`config.mk`:
```
export PLATFORM = sky130hd
export DESIGN_NAME = alu_request_arbiter
export DESIGN_NICKNAME = d
export VERILOG_FILES = /design/src/rtl/alu_request_arbiter.sv
export SDC_FILE = /design/constraint.sdc
export NUM_CORES = 1
export LEC_CHECK = 0
export BUFFER_PORTS_ARGS = -buffer_cell sky130_fd_sc_hd__buf_2
export CAP_MARGIN = 5
export CORE_AREA = 2 2 237 239
export CTS_BUF_LIST = sky130_fd_sc_hd__clkbuf_8
export DETAILED_ROUTE_END_ITERATION = 7
export DIE_AREA = 0 0 239 241
export PLACE_DENSITY_LB_ADDON = 0.1
export SYNTH_ARGS = -nofsm -noshare
export SYNTH_HDL_FRONTEND = slang
export SYNTH_SLANG_ARGS = --single-unit
```
`constraint.sdc`:
```
create_clock -name clk -period 1.7 [get_ports clk]
set_input_delay 0.425 -clock clk [delete_from_list [all_inputs] [get_ports clk]]
set_output_delay 0.425 -clock clk [all_outputs]
set_load 0.1 [all_outputs]
```
`src/rtl/alu_request_arbiter.sv`:
```
// Two-port round-robin arbiter in front of the shared integer ALU.
// One transaction in flight: accept (IDLE), drive the ALU (EXEC), return result (RESP).
module alu_request_arbiter #(
  parameter int XLEN       = 64,
  parameter int SEL_SIZE   = 4,
  parameter int SHIFT_SIZE = 5
) (
  input  logic                  clk,
  input  logic                  rst,
  input  logic                  req0_valid,
  output logic                  req0_ready,
  input  logic [SEL_SIZE-1:0]   req0_sel,
  input  logic [SHIFT_SIZE-1:0] req0_shift_amt,
  input  logic [XLEN-1:0]       req0_a,
  input  logic [XLEN-1:0]       req0_b,
  input  logic                  req1_valid,
  output logic                  req1_ready,
  input  logic [SEL_SIZE-1:0]   req1_sel,
  input  logic [SHIFT_SIZE-1:0] req1_shift_amt,
  input  logic [XLEN-1:0]       req1_a,
  input  logic [XLEN-1:0]       req1_b,
  output logic                  rsp0_valid,
  input  logic                  rsp0_ready,
  output logic [XLEN-1:0]       rsp0_data,
  output logic                  rsp1_valid,
  input  logic                  rsp1_ready,
  output logic [XLEN-1:0]       rsp1_data,
  output logic                  alu_enable,
  output logic [SEL_SIZE-1:0]   alu_sel,
  output logic [SHIFT_SIZE-1:0] alu_shift_amt,
  output logic [XLEN-1:0]       alu_a,
  output logic [XLEN-1:0]       alu_b,
  input  logic [XLEN-1:0]       alu_data_out,
  output logic                  busy,
  output logic                  owner
);

  // state | meaning
  // IDLE  | waiting for a request; ready may assert to the granted port
  // EXEC  | operands held on the ALU for one cycle, result captured at edge
  // RESP  | result presented on owner's response channel until consumed
  typedef enum logic [1:0] {IDLE, EXEC, RESP} state_t;

  state_t                state, state_next;
  logic                  prio;
  logic                  owner_q;
  logic [SEL_SIZE-1:0]   sel_q;
  logic [SHIFT_SIZE-1:0] shift_q;
  logic [XLEN-1:0]       a_q;
  logic [XLEN-1:0]       b_q;
  logic [XLEN-1:0]       result_q;
  logic                  grant0;
  logic                  grant1;
  logic                  rsp_hs;

  always_ff @(posedge clk) begin
    if (rst) begin
      state    <= IDLE;
      prio     <= 1'b0;
      owner_q  <= 1'b0;
      sel_q    <= '0;
      shift_q  <= '0;
      a_q      <= '0;
      b_q      <= '0;
      result_q <= '0;
    end else begin
      state <= state_next;
      if (grant0) begin
        owner_q <= 1'b0;
        sel_q   <= req0_sel;
        shift_q <= req0_shift_amt;
        a_q     <= req0_a;
        b_q     <= req0_b;
      end else if (grant1) begin
        owner_q <= 1'b1;
        sel_q   <= req1_sel;
        shift_q <= req1_shift_amt;
        a_q     <= req1_a;
        b_q     <= req1_b;
      end
      if (state == EXEC) result_q <= alu_data_out;
      if (rsp_hs) prio <= ~owner_q;
    end
  end

  always_comb begin
    state_next = state;
    grant0     = 1'b0;
    grant1     = 1'b0;
    rsp_hs     = 1'b0;
    alu_enable = 1'b0;
    rsp0_valid = 1'b0;
    rsp1_valid = 1'b0;
    rsp0_data  = '0;
    rsp1_data  = '0;
    case (state)
      IDLE: begin
        // Pointer only breaks ties; a lone requester is always granted.
        grant0 = req0_valid && (!req1_valid || !prio);
        grant1 = req1_valid && (!req0_valid || prio);
        if (grant0 || grant1) state_next = EXEC;
      end
      EXEC: begin
        alu_enable = 1'b1;
        state_next = RESP;
      end
      RESP: begin
        if (owner_q) begin
          rsp1_valid = 1'b1;
          rsp1_data  = result_q;
          rsp_hs     = rsp1_ready;
        end else begin
          rsp0_valid = 1'b1;
          rsp0_data  = result_q;
          rsp_hs     = rsp0_ready;
        end
        if (rsp_hs) state_next = IDLE;
      end
      default: state_next = IDLE;
    endcase
  end

  assign req0_ready    = grant0;
  assign req1_ready    = grant1;
  assign alu_sel       = sel_q;
  assign alu_shift_amt = shift_q;
  assign alu_a         = a_q;
  assign alu_b         = b_q;
  assign busy          = (state != IDLE);
  assign owner         = owner_q;

endmodule

```
[Word level (Yosys, flattened, before mapping)]
Cells that the tools add are included.
Word-level totals
  register bits: 205
  input bits: 344
  output and inout bits: 272
  logic and storage cells: 51
Cells by class
  equal/unequal tests: 4
  multiplexer cells: 25
  bitwise gates (word level): 1
  reductions and logical operators: 13
Operators by type and width (number)
  64-bit 2-to-1 mux: 8
  1-bit 2-to-1 mux: 10
  5-bit 2-to-1 mux: 2
  4-bit 2-to-1 mux: 2
  2-bit case mux with 3 select lines: 1
  2-bit 2-to-1 mux: 2
  2-bit inequality test (second input constant): 2
  2-bit nonzero test: 2
  1-bit logical NOT: 3
  1-bit logical OR: 3
  2-bit by 1-bit equality test with 1-bit output (second input constant): 1
  2-bit equality test (second input constant): 1
  1-bit logical AND: 2
  2-bit logical NOT: 1
  2-bit AND reduction: 1
  2-bit OR reduction: 1
  1-bit NOT: 1

[Depth between registers and ports, before layout]
  depth in word-level cells: 6
  gate-level depth with buffers: 7
  gate-level depth less buffers: 4

[Worst setup path after synthesis]
No wires, ideal clock.
  kind: reg2out
  start: register owner_q, in the netlist owner
  end: output port rsp1_data[54]
  data arrival time: 3.149 ns
  data required time: 1.275 ns
  path slack: -1.874 ns
  cell stages (with the launch flop): 4
  buffers on the path: 1
  cell sequence: dfxtp_1 and3b_1 clkbuf_1 and2_1
On the way
  longest elaborated chain between the ends: 2
RTL lines
  start, declared: RTL line 46  | logic owner_q;
  start signal, assigned: RTL line 60  | owner_q <= 1'b0;
  start signal, assigned: RTL line 69  | owner_q <= 1'b0;
  start signal, assigned: RTL line 75  | owner_q <= 1'b1;
  64-bit 2-to-1 mux: RTL line 108  | if (owner_q) begin
  64-bit 2-to-1 mux: RTL line 96  | case (state)
  end, declared: RTL line 27  | output logic [XLEN-1:0] rsp1_data,
No other way between the ends.

[Final worst setup path]
  start: register state[0]
  end: output port rsp0_data[36]
On the way
  longest elaborated chain between the ends: 2
RTL lines
  start, declared: RTL line 44  | state_t state, state_next;
  start signal, assigned: RTL line 67  | state <= state_next;
  2-bit equality test: RTL line 96
  64-bit 2-to-1 mux: RTL line 96
  end, declared: RTL line 24  | output logic [XLEN-1:0] rsp0_data,
No other way between the ends.

==> reports/summary.txt <==
drt drc: 0
Final Core Density: 0.365
core area: 54,900 sq um
share of layout cells above drive strength 1: 0.518
Mapped Nets: 1,600
peak supply drop: 0.668 mV
Final Hold Violating Endpoints: 0
Die Height: 241 um
Post-DP Area: 17,100 sq um
Fmax achieved: 426 MHz
failing checks: setup timing
I/O pin count: 616
Final setup viols: 268
Avg Inst Size Synth: 8.08 sq um
synth warn: 0
Iteration-0 DRC Markers: 592
Num CTS Buffers: 45
CTS clock-pin slew for the worst setup and hold paths: 0.06 ns
Final Wtd Congestion: 0.783
crit path kind: flip-flop to output port
critical path's largest stage delay: 0.33 ns
crit start category: flip-flop
Hold EP: result_q[54]
Placed Instances: 2,507
I/O Buffers: 615
cts hold-fix bufs: 0
final worst-path cycle share: 1.38
Area Growth Syn to Fin: 97.3%
Max-slew headroom: 0.743
RSZ-0062 raised after global routing: true
max-cap viol count: 0
slowest CP cell: dfxtp_2
drt wl/cell: 21.8 um
Data arrival, critical path: 1.92 ns
Power, Total: 19.3 mW
sequential fraction of the synthesis area: 0.404
status: finished with violations
CP Capture Type: output port
Post-DRT Antenna Nets: 0
clock skew: 0.0116 ns
CTS tree: yes
Final Max Tran Viols: 0
DIE WIDTH: 239 um
Remaining Overflow, GRT: 0
Worst EP required: 1.27 ns
CP most frequent cell: buf_12
CTS Sinks: 205
HPWL after detailed placement: 39,800 um
largest net degree at the start of global routing: 66
Cells after Synth: 1,256
Die Area: 57,600 sq um
Vias/cell: 4.67
worst r2r src: state[1]
Hold WC Path Type: input port to flip-flop
worst hold slack: 0.0697 ns
reg-to-reg endpoint: alu_b[63]
Max clock buf depth: 3
Pre-antenna DRT Iters: 5
Layout Cells excl Fill: 2,637
H-tree Lvls: 2
Final Worst Setup Slack: -0.649 ns
Clk Latency, worst-skew pair: 0.60 ns
Post-Route WL: 57,400 um
hold depth: 3
number of global-route vias before repair: 12.1k
number of synthesized register bits: 205
worst path cell trace: buf_6 > nor3b_4 > buf_12 > buf_12 > and2_4 > buf_12
Layout Nets: 2,242
CP max FO: 14
mapped cell area: 10,200 sq um
most frequent cells in the layout: buf_2 (342), a21oi_1 (203), dfxtp_1 (198)
vias post-DR: 12.3k
final instance area: 20,000 sq um
synth unique cells: 26
initial core utilization: 0.185
R2R cell count: 10
row cnt: 86
antenna violations before repair: 21
Hold Path Origin: alu_data_out[54]
Slew @ Worst Pin: 0.386 ns
Lkg Pwr: 8.17 nW
Total Routing Usage GR: 0.180
first-pass GRT wire length: 78,500 um
Root Buffer: clkbuf_8
Pwr Density: 964 nW/um^2
commonest non-fill, non-tap cell in the layout: buf_2
Reg2Reg Setup Slack: -0.24 ns
min cycle time layout: 2.35 ns
[logic make-up (layout without fill, tap and decap cells)]
group / after synthesis / after routing / share of synthesized area
AO/OA/AOI/OAI: 479 / 479 / 0.287
AND/OR/NAND/NOR: 411 / 411 / 0.240
flip-flops: 205 / 205 / 0.404
buffers and inverters: 160 / 828 / 0.0677
multiplexers: 1 / 1 / 0.000986
other: 0 / 9 / 0
[worst max path at each step]
stage	from	cells after the start	endpoint	slack, ns
finish	state[0]	6	rsp0_data[36]	-0.65
global route	state[0]	6	rsp0_data[37]	-0.74
CTS	state[0]	6	rsp0_data[28]	-0.73
detailed placement	req0_valid	7	alu_a[0]	-0.16
global placement	req0_valid	7	alu_b[57]	-0.10
floorplan	state[1]	6	req0_ready	-0.40
[area by class of cell]
class                   instances  area, sq um
inverters                       2         16.3
diodes                          9         22.5
clock buffers                  49          674
fillers                      5654        34800
clock inverters                24         98.8
multi-input cells             891         5970
repair buffers                753         8260
flip-flops and latches        205         4120
well taps                     704          881
[metal layers]
| layer | wire (um) | global-route usage | up-vias |
|---|---|---|---|
| met5 | 132 | 0 | - |
| li1 | - | - | 5881 |
| met2 | 27900 | 0.305 | 485 |
| met3 | 4850 | 0.0673 | 83 |
| met4 | 1050 | 0.0466 | 20 |
| met1 | 23400 | 0.215 | 5845 |
[registers in the layout, summed over array words and instances, names as in the netlist]
name and cells:
prio 1, alu_a 64, state 2, result_q 64, alu_b 64, alu_sel 4
owner 1, alu_shift_amt 5
[through the flow]
stage	worst slack, ns	setup TNS, ns
floorplan	-0.397	-14.83
global placement	-0.101	-9.60
detailed placement	-0.164	-12.95
CTS	-0.728	-94.36
global route	-0.744	-121.97
finish	-0.649	-99.01
[cell usage after synthesis]
library cell,number,area share
a311oi_1,137,0.12
dfxtp_1,205,0.40
and3b_1,2,0.0017
nor2_2,1,0.00062
and2_1,130,0.080
mux2i_1,1,0.00099
inv_1,2,0.00074
a21oi_1,203,0.10
nand2b_1,2,0.0012
o21ai_1,8,0.0039
clkbuf_1,99,0.037
buf_1,10,0.0037
nor2b_1,1,0.00062
or2_2,1,0.00062
nor2_1,2,0.00074
a32oi_1,1,0.00086
nand2_1,129,0.048
o21ai_0,129,0.064
and3_1,1,0.00062
buf_2,45,0.022
buf_6,4,0.0044
nand3b_1,139,0.10
o21bai_1,1,0.00074
nor3b_1,1,0.00074
nor3b_2,1,0.0012
or3b_4,1,0.0011
[power by group]
| group | switching, mW | internal (mW) | leakage, nW |
|---|---|---|---|
| clock network | 2.37 | 2.60 | 0.469 |
| registers | 0.450 | 5.37 | 1.70 |
| logic | 5.66 | 2.86 | 6.00 |
| total | 8.48 | 10.8 | 8.17 |
[worst max-delay path: cells and delay by family (launching register included)]
family / cells / cell delay [ns]
flip-flops: 1 / 0.33
AND/OR/NAND/NOR: 2 / 0.36
buffers and inverters: 4 / 0.63
[timing repair]
| item | in CTS | in global routing |
|---|---|---|
| pin swaps | 29 | 141 |
| setup buffers | 16 | 12 |
| gates resized for setup | 294 | 127 |
| cloned | 4 | 23 |
| setup endpoints to repair | 273 | 287 |
(Power assumes the default switching activity.)
